### src/rtl/uart_transmitter_pkg.sv
// Shared constants for the UART transmit path: FIFO widths, LCR bit indices,
// transmitter state encoding and the per-bit tick count.
package uart_transmitter_pkg;

  localparam int UART_FIFO_WIDTH     = 8;
  localparam int UART_FIFO_COUNTER_W = 5;
  localparam int TICKS_PER_BIT       = 16;

  localparam int LCR_STOP = 2;
  localparam int LCR_PE   = 3;
  localparam int LCR_EPS  = 4;
  localparam int LCR_SP   = 5;
  localparam int LCR_BC   = 6;

  typedef enum logic [2:0] {
    S_IDLE   = 3'd0,
    S_POP    = 3'd1,
    S_START  = 3'd2,
    S_DATA   = 3'd3,
    S_PARITY = 3'd4,
    S_STOP   = 3'd5
  } tx_state_e;

  // Parity over the sent bits only; stick parity ignores the data entirely.
  function automatic logic par_bit(input logic [7:0] d, input logic [5:0] l);
    logic [7:0] mask;
    mask = 8'hFF >> (2'd3 - l[1:0]);
    if (l[LCR_SP]) return ~l[LCR_EPS];
    return l[LCR_EPS] ? ^(d & mask) : ~^(d & mask);
  endfunction

endpackage

### src/rtl/uart_transmitter.sv
// TX FIFO consumer: pops one character and serialises it as start, 5..8 data
// bits LSB first, optional parity and 1 or 2 stop bits on the 16x baud enable.
module uart_transmitter
  import uart_transmitter_pkg::*;
#(
  parameter int fifo_width     = UART_FIFO_WIDTH,
  parameter int fifo_counter_w = UART_FIFO_COUNTER_W
) (
  input  logic                      clk,
  input  logic                      rst_n,
  input  logic                      enable,
  input  logic [7:0]                lcr,
  input  logic [fifo_counter_w-1:0] tf_count,
  input  logic [fifo_width-1:0]     tf_data_out,
  output logic                      tf_pop,
  output logic                      stx_pad_o,
  output logic                      tx_busy,
  output logic [2:0]                tstate
);

  tx_state_e             state, state_d;
  logic [3:0]            tick_cnt, tick_d;
  logic [2:0]            bit_cnt, bit_d;
  logic [fifo_width-1:0] shreg, shreg_d;
  logic [5:0]            lcr_q, lcr_d;
  logic                  par_q, par_d;
  logic                  pop_d, line_d, stx_d, bit_end;
  logic                  lcr_unused;

  assign lcr_unused = lcr[7];

  always_ff @(posedge clk or negedge rst_n) begin
    if (!rst_n) begin
      state     <= S_IDLE;
      tick_cnt  <= '0;
      bit_cnt   <= '0;
      shreg     <= '0;
      lcr_q     <= '0;
      par_q     <= 1'b0;
      tf_pop    <= 1'b0;
      stx_pad_o <= 1'b1;
    end else begin
      state     <= state_d;
      tick_cnt  <= tick_d;
      bit_cnt   <= bit_d;
      shreg     <= shreg_d;
      lcr_q     <= lcr_d;
      par_q     <= par_d;
      tf_pop    <= pop_d;
      stx_pad_o <= stx_d;
    end
  end

  // Everything is computed from the next state so the registered line level
  // lines up with the registered state (start bit drives low in the START cycle).
  always_comb begin
    state_d = state;
    tick_d  = tick_cnt;
    bit_d   = bit_cnt;
    shreg_d = shreg;
    lcr_d   = lcr_q;
    par_d   = par_q;
    bit_end = enable && (tick_cnt == 4'(TICKS_PER_BIT - 1));

    if (enable && (state inside {S_START, S_DATA, S_PARITY, S_STOP}))
      tick_d = tick_cnt + 4'd1;

    case (state)
      S_IDLE:  if (tf_count != '0) state_d = S_POP;
      S_POP: begin
        state_d = S_START;
        shreg_d = tf_data_out;
        lcr_d   = lcr[5:0];
        par_d   = par_bit(tf_data_out[7:0], lcr[5:0]);
      end
      S_START: if (bit_end) state_d = S_DATA;
      S_DATA: if (bit_end) begin
        // last bit index is word length - 1 = lcr[1:0] + 4
        if (bit_cnt == {1'b1, lcr_q[1:0]}) begin
          state_d = lcr_q[LCR_PE] ? S_PARITY : S_STOP;
        end else begin
          shreg_d = shreg >> 1;
          bit_d   = bit_cnt + 3'd1;
        end
      end
      S_PARITY: if (bit_end) state_d = S_STOP;
      S_STOP: if (bit_end) begin
        if (lcr_q[LCR_STOP] && bit_cnt == 3'd0) bit_d = 3'd1;
        else state_d = (tf_count != '0) ? S_POP : S_IDLE;
      end
      default: state_d = S_IDLE;
    endcase

    if (state_d != state) begin
      tick_d = '0;
      bit_d  = '0;
    end

    pop_d = (state_d == S_POP);

    case (state_d)
      S_START:  line_d = 1'b0;
      S_DATA:   line_d = shreg_d[0];
      S_PARITY: line_d = par_d;
      default:  line_d = 1'b1;
    endcase

    stx_d = lcr[LCR_BC] ? 1'b0 : line_d;
  end

  assign tstate  = state;
  assign tx_busy = (state != S_IDLE);

endmodule

### config.mk
export PLATFORM = sky130hd
export DESIGN_NAME = uart_transmitter
export DESIGN_NICKNAME = d
export VERILOG_FILES = /design/src/rtl/uart_transmitter_pkg.sv /design/src/rtl/uart_transmitter.sv
export SDC_FILE = /design/constraint.sdc
export NUM_CORES = 1
export LEC_CHECK = 0
export ABC_AREA = 1
export CAP_MARGIN = 20
export CORE_UTILIZATION = 52
export CTS_CLUSTER_DIAMETER = 60
export DETAILED_ROUTE_END_ITERATION = 8
export HOLD_SLACK_MARGIN = 0.08
export PLACE_DENSITY = 0.87
export RECOVER_POWER = 50
export SLEW_MARGIN = 40
export SYNTH_ARGS = -nofsm -noshare
export SYNTH_HDL_FRONTEND = slang
export SYNTH_SLANG_ARGS = --single-unit
### constraint.sdc
create_clock -name clk -period 1.7 [get_ports clk]
set_input_delay 0.34 -clock clk [delete_from_list [all_inputs] [get_ports clk]]
set_output_delay 0.34 -clock clk [all_outputs]
set_load 0.01 [all_outputs]
==> out/results.tsv, run 1 <==
stage	metric	value	unit
place	place_ws	-0.337	ns
detailed_routing	dr.pass1.iters	4	
detailed_routing	initialDrtViolationCount	68	
finish	layout-drive-gt1-share	0.286	
timing	worst_slack	-0.153	ns
logic_synthesis	netlist_instances	222	
global_route	grt_pass1_vias	1433	
worst_setup_path	cp_data_required_time	1.93	ns
worst_setup_path	critPathLaunchType	register	
run_status	status	complete, but fails checks	
logic_synthesis	syn_area	1640	um^2
timing	holdWs	0.505	ns
place	place_congestion	0.908	
cts	tritoncts	yes	
power_and_ir_drop	p_leak	1.15	nW
cts	cts_root_buf	clkbuf_4	
timing	fmax	0.540	GHz
logic_synthesis	syn_nets	250	
die	initial_core_util	0.569	
detailed_routing	drtAntennaViolNets	0	
cts	cts.sinks	25	
finish	multi_input_area	910	um^2
timing	hold_viol	0	
logic_synthesis	yosysSeqAreaShare	0.383	
finish	fill_cells	183	
worst_setup_path	critPathMaxFanout	7	
worst_setup_path	critPathCaptureType	register	
die	rows	19	
global_route	grt_first_pass_wirelength	5820	um
logic_synthesis	synthArstFlopShare	1.00	
die	core	2880	um^2
timing	min_period	1.85	ns
detailed_routing	drt_wl_total	4060	um
detailed_routing	drc	0	
timing	finalSetupTns	-1.10	ns
logic_synthesis	synthFlopType	dfrtp_1	
logic_synthesis	yosys.area.top_type	dfrtp_1	
worst_setup_path	crit_type	register to register	
timing	slew_violations	0	
timing	fin_skew	0.00404	ns
logic_synthesis	synth_top_area_share	0.367	
die	die_x	58.1	um
logic_synthesis	avgSynthCellArea	7.37	um^2
finish	area.sequential	631	um^2
logic_synthesis	yosysMostFrequentCell	nand2_1	
die	ioPinCount	30	
place	dp_hpwl	2650	um
logic_synthesis	synth_area_leaders	dfrtp_1 37%, nand2_1 15%, nand3_1 8.3%	
cts	cts_hold_buf	0	
detailed_routing	num_vias	1719	
global_route	antenna_found_initial	0	
finish	fin_nets	316	
cts	cts-buffers-inserted	3	
global_route	grt_remaining_overflow	0	
power_and_ir_drop	vdd_drop_max	0.000554	V
logic_synthesis	yosysWarningCount	0	
cts	clk_pin_slew_worst_paths	0.14	ns
worst_setup_path	arrival	2.08	ns
global_route	grt_max_degree	26	
min_path	hold_path.class	register to register	
timing	fin_crit_sh	1.09	
finish	area_delta_synth_final	40.6	%
die	die-area	3370	um^2
detailed_routing	viasPerCell	5.22	
global_route	grt_usage	0.219	
power_and_ir_drop	cellPowerDensity	1250	nW/um^2
finish	final_util	0.799	
place	io_buffers	28	
logic_synthesis	synth_edf_count	0	
cts	insertion_delay	0.32	ns
logic_synthesis	synth_commonest_cells	64 x nand2_1, 30 x inv_1, 27 x nand3_1	
timing	rsz0062_at_grt	yes	
cts	clockBufferDepth	2	
cts	htreeDepth	1	
logic_synthesis	ys_ff_latch	25	
timing	worstMarginPinSlew	0.609	ns
timing	setup_viol	8	
finish	n_antenna_cell	0	
detailed_routing	detail_route.wl_per_cell	12.3	um
job	drv_cap	0	
logic_synthesis	ys_types	27	
run_status	violations	setup timing	
die	die_height	58.1	um
timing	relSlewSlack	0.594	
path summary, 6_finish.rpt:
kind | slack (ns) | cells past startpoint | endpoint | startpoint
worst max-delay path | -0.15 | 14 | bit_cnt[2] | tick_cnt[1]
worst min-delay path | 0.51 | 2 | par_q | par_q
max in group asynchronous | 0.74 | 2 | tstate[1] | rst_n
worst min register to register | 0.51 | 2 | par_q | par_q
min in group asynchronous | 0.53 | 2 | tf_pop | rst_n
worst max register to register | -0.15 | 14 | bit_cnt[2] | tick_cnt[1]
through the flow:
step,instance area [um^2],std cells,power (W)
after floorplan,1640,222,0.00185
after global placement,2120,311,0.00230
after detailed placement,2120,311,0.00236
after CTS,2200,322,0.00267
after global routing,2300,329,0.00306
final,2300,329,0.00288
power by group:
part           switching (W)  internal (W)  total, W
combinational       0.000960      0.000703   0.00166
clock               0.000188     0.0000882  0.000277
sequential          0.000119      0.000819  0.000938
total                0.00127       0.00161   0.00288
metal layers:
layer	track usage	vias up	routed length, um
met5	0	-	0
met4	0.0680	0	116
met3	0.0201	15	162
met2	0.404	70	2130
met1	0.269	789	1640
li1	-	845	-
worst max-delay path: stages, from the launching register on:
cell     delay (ns)
dfrtp_1        0.44
ha_4           0.17
nand2_4        0.05
nor2_4         0.17
nand2_2        0.08
nand2_2        0.09
o21ai_2        0.06
nor2_2         0.10
nand2_2        0.07
nand2_2        0.09
inv_2          0.06
nand2_2        0.06
nand2_2        0.06
nand3_4        0.18
nor2_2         0.06
flip-flops by register name (all words and copies together) (netlist names):
signal,cells
stx_pad_o,1
bit_cnt,3
tf_pop,1
par_q,1
shreg,8
tstate,3
tick_cnt,4
lcr_q,4
layout by cell type, fill, tap and decap left out, drive strengths merged, types with 2 or more instances in the layout:
| master | instances |
|---|---|
| clkbuf | 4 |
| o21ai | 11 |
| dlygate4sd2 | 4 |
| clkdlybuf4s50 | 23 |
| dfrtp | 24 |
| xor2 | 5 |
| nor2 | 15 |
| o221ai | 6 |
| buf | 34 |
| xnor2 | 4 |
| nand2 | 71 |
| a21oi | 2 |
| nand3 | 31 |
| nor3 | 6 |
| inv | 37 |
| ha | 4 |
timing repair:
item,CTS,global route
setup buffers,7,7
pin swaps,2,10
setup endpoints to repair,13,9
gates cloned,0,0
resized for setup,8,12
logic make-up (layout without fill, tap and decap cells):
logic type	count (synthesis)	in the layout	share of synthesized area
and+or+nand+nor	124	124	0.365
buffers and inverters	39	104	0.0903
DFF	25	25	0.383
AOI/OAI and AO/OA	21	21	0.0826
xor gates and xnor gates	9	9	0.0482
adders and majority gates	4	4	0.0306
area by class of cell:
cell class / instances / area share
Clock buffer: 3 / 0.00980
Clock inverter: 1 / 0.00218
Inverter: 37 / 0.0604
Multi-Input combinational cell: 158 / 0.396
Sequential cell: 25 / 0.274
Tap cell: 42 / 0.0229
Timing Repair Buffer: 63 / 0.235
(Power assumes the default switching activity.)
==> inputs of run 2 (changes only) <==
--- a/config.mk
+++ b/config.mk
@@ -13,7 +13,7 @@
 export HOLD_SLACK_MARGIN = 0.08
 export PLACE_DENSITY = 0.87
 export RECOVER_POWER = 50
-export SLEW_MARGIN = 40
+export SLEW_MARGIN = 20
 export SYNTH_ARGS = -nofsm -noshare
 export SYNTH_HDL_FRONTEND = slang
 export SYNTH_SLANG_ARGS = --single-unit
==> results of run 2 <==
No change in the layout: final DEF, timing and power equal those of run 1.
==> inputs of run 3 (changes only) <==
--- a/config.mk
+++ b/config.mk
@@ -6,11 +6,12 @@
 export NUM_CORES = 1
 export LEC_CHECK = 0
 export ABC_AREA = 1
-export CAP_MARGIN = 20
+export CAP_MARGIN = 15
 export CORE_UTILIZATION = 52
-export CTS_CLUSTER_DIAMETER = 60
+export CTS_CLUSTER_DIAMETER = 40
 export DETAILED_ROUTE_END_ITERATION = 8
 export HOLD_SLACK_MARGIN = 0.08
+export MAX_ROUTING_LAYER = met4
 export PLACE_DENSITY = 0.87
 export RECOVER_POWER = 50
 export SLEW_MARGIN = 20
==> run 3 against run 2 <==
Net effect: the flow still finishes with violations (setup timing); critical path type unchanged; fmax grew 0.56%; first-iteration DRC count grew 54%; count of clock-buffer cells in the layout is the same; critical endpoint unchanged; critical path depth is the same; largest power group unchanged.
==> out/results.tsv, run 3 (synthesized netlist as in run 1, its figures left out) <==
stage	metric	value	unit
finish	fin_nets	316	
timing	rsz0062_at_grt	yes	
cts	cts-buffers-inserted	3	
place	io_buffers	28	
place	dp_hpwl	2650	um
timing	setup_viol	8	
global_route	grt_pass1_vias	1433	
timing	holdWs	0.506	ns
power_and_ir_drop	cellPowerDensity	1250	nW/um^2
cts	htreeDepth	1	
run_status	status	complete, but fails checks	
timing	finalSetupTns	-1.06	ns
worst_setup_path	crit_type	register to register	
detailed_routing	detail_route.wl_per_cell	12.4	um
finish	multi_input_area	910	um^2
detailed_routing	drt_wl_total	4070	um
cts	clockBufferDepth	2	
finish	n_antenna_cell	0	
global_route	grt_first_pass_wirelength	5820	um
finish	layout-drive-gt1-share	0.286	
min_path	hold_path.class	register to register	
finish	fill_cells	183	
timing	worstMarginPinSlew	0.608	ns
global_route	grt_usage	0.226	
timing	hold_viol	0	
worst_setup_path	arrival	2.07	ns
global_route	grt_max_degree	26	
worst_setup_path	critPathCaptureType	register	
global_route	antenna_found_initial	0	
finish	reg.largest.list	shreg (8), lcr_q (4), tick_cnt (4)	
job	drv_cap	0	
die	die_height	58.1	um
timing	worst_slack	-0.143	ns
cts	cts_root_buf	clkbuf_4	
cts	tritoncts	yes	
die	initial_core_util	0.569	
detailed_routing	drc	0	
die	ioPinCount	30	
power_and_ir_drop	p_leak	1.15	nW
die	die_x	58.1	um
worst_setup_path	critPathMaxFanout	7	
detailed_routing	drtAntennaViolNets	0	
timing	fmax	0.543	GHz
run_status	violations	setup timing	
detailed_routing	viasPerCell	5.22	
power_and_ir_drop	vdd_drop_max	0.000552	V
die	rows	19	
finish	mostFrequentLayoutCells	60 x nand2_1, 33 x buf_4, 30 x inv_1, 25 x nand3_1, 23 x clkdlybuf4s50_1	
timing	fin_crit_sh	1.08	
finish	final_common_cell	nand2_1	
detailed_routing	dr.pass1.iters	4	
cts	cts.sinks	25	
finish	area_delta_synth_final	40.6	%
timing	fin_skew	0.00435	ns
detailed_routing	num_vias	1717	
finish	area.sequential	631	um^2
worst_setup_path	cp_data_required_time	1.93	ns
timing	slew_violations	0	
finish	regMostFlops	shreg	
cts	cts_hold_buf	0	
die	core	2880	um^2
timing	min_period	1.84	ns
detailed_routing	initialDrtViolationCount	105	
place	place_congestion	0.924	
global_route	grt_remaining_overflow	0	
worst_setup_path	critPathLaunchType	register	
timing	relSlewSlack	0.595	
cts	clk_pin_slew_worst_paths	0.14	ns
finish	largest_reg_flops	8	
cts	insertion_delay	0.32	ns
die	die-area	3370	um^2
## run 3: layer usage
layer | global-route usage | wire (um) | vias up
met2 | 0.404 | 2130 | 69
met5 | - | 0 | -
met3 | 0.0201 | 164 | 15
met4 | 0.0680 | 102 | 0
li1 | - | - | 846
met1 | 0.269 | 1670 | 787
## run 3: layout make-up
class,instances,area share
Clock buffer,3,0.00980
Clock inverter,1,0.00218
Inverter,37,0.0604
Multi-Input combinational cell,158,0.396
Sequential cell,25,0.274
Tap cell,42,0.0229
Timing Repair Buffer,63,0.235
## run 3: what timing repair did
action / 4_1_cts / 5_1_grt
resized for setup: 8 / 12
setup endpoints to repair: 13 / 9
setup buffers: 7 / 7
pin swaps: 2 / 10
## run 3: metrics by stage
stage          setup slack (ns)  cells  utilization  power [W]  cell area (um^2)
4_1_cts                 -0.0548    322        0.764    0.00267              2200
5_1_grt                  -0.244    329        0.799    0.00306              2300
2_1_floorplan             0.138    222            -    0.00185              1640
3_3_place_gp             -0.284    311        0.736    0.00230              2120
3_5_place_dp             -0.337    311        0.736    0.00236              2120
6_report                 -0.143    329        0.799    0.00287              2300
## run 3: power by group
group,total [W],switching [W],internal (W)
Clock,0.000276,0.000188,0.0000882
Sequential,0.000939,0.000119,0.000819
Combinational,0.00166,0.000957,0.000701
## run 3: worst max-delay path, cell delays in order (launching register included)
cell and delay, ns:
dfrtp_1 0.44, ha_4 0.17, nand2_4 0.05, nor2_4 0.17, nand2_2 0.08, nand2_2 0.09, o21ai_2 0.06, nor2_2 0.10
nand2_2 0.07, nand2_2 0.09, inv_2 0.06, nand2_2 0.05, nand2_2 0.06, nand3_4 0.17, nor2_2 0.06
## run 3: worst paths after layout
check                             from          end  slack (ns)  cells after the start
min                           lcr_q[2]     lcr_q[2]        0.51                      2
max reg2reg                tick_cnt[1]   bit_cnt[2]       -0.14                     14
max                        tick_cnt[1]   bit_cnt[2]       -0.14                     14
max in group asynchronous        rst_n    tstate[1]        0.74                      2
min reg2reg                   lcr_q[2]     lcr_q[2]        0.51                      2
min in group asynchronous        rst_n  tick_cnt[0]        0.53                      2
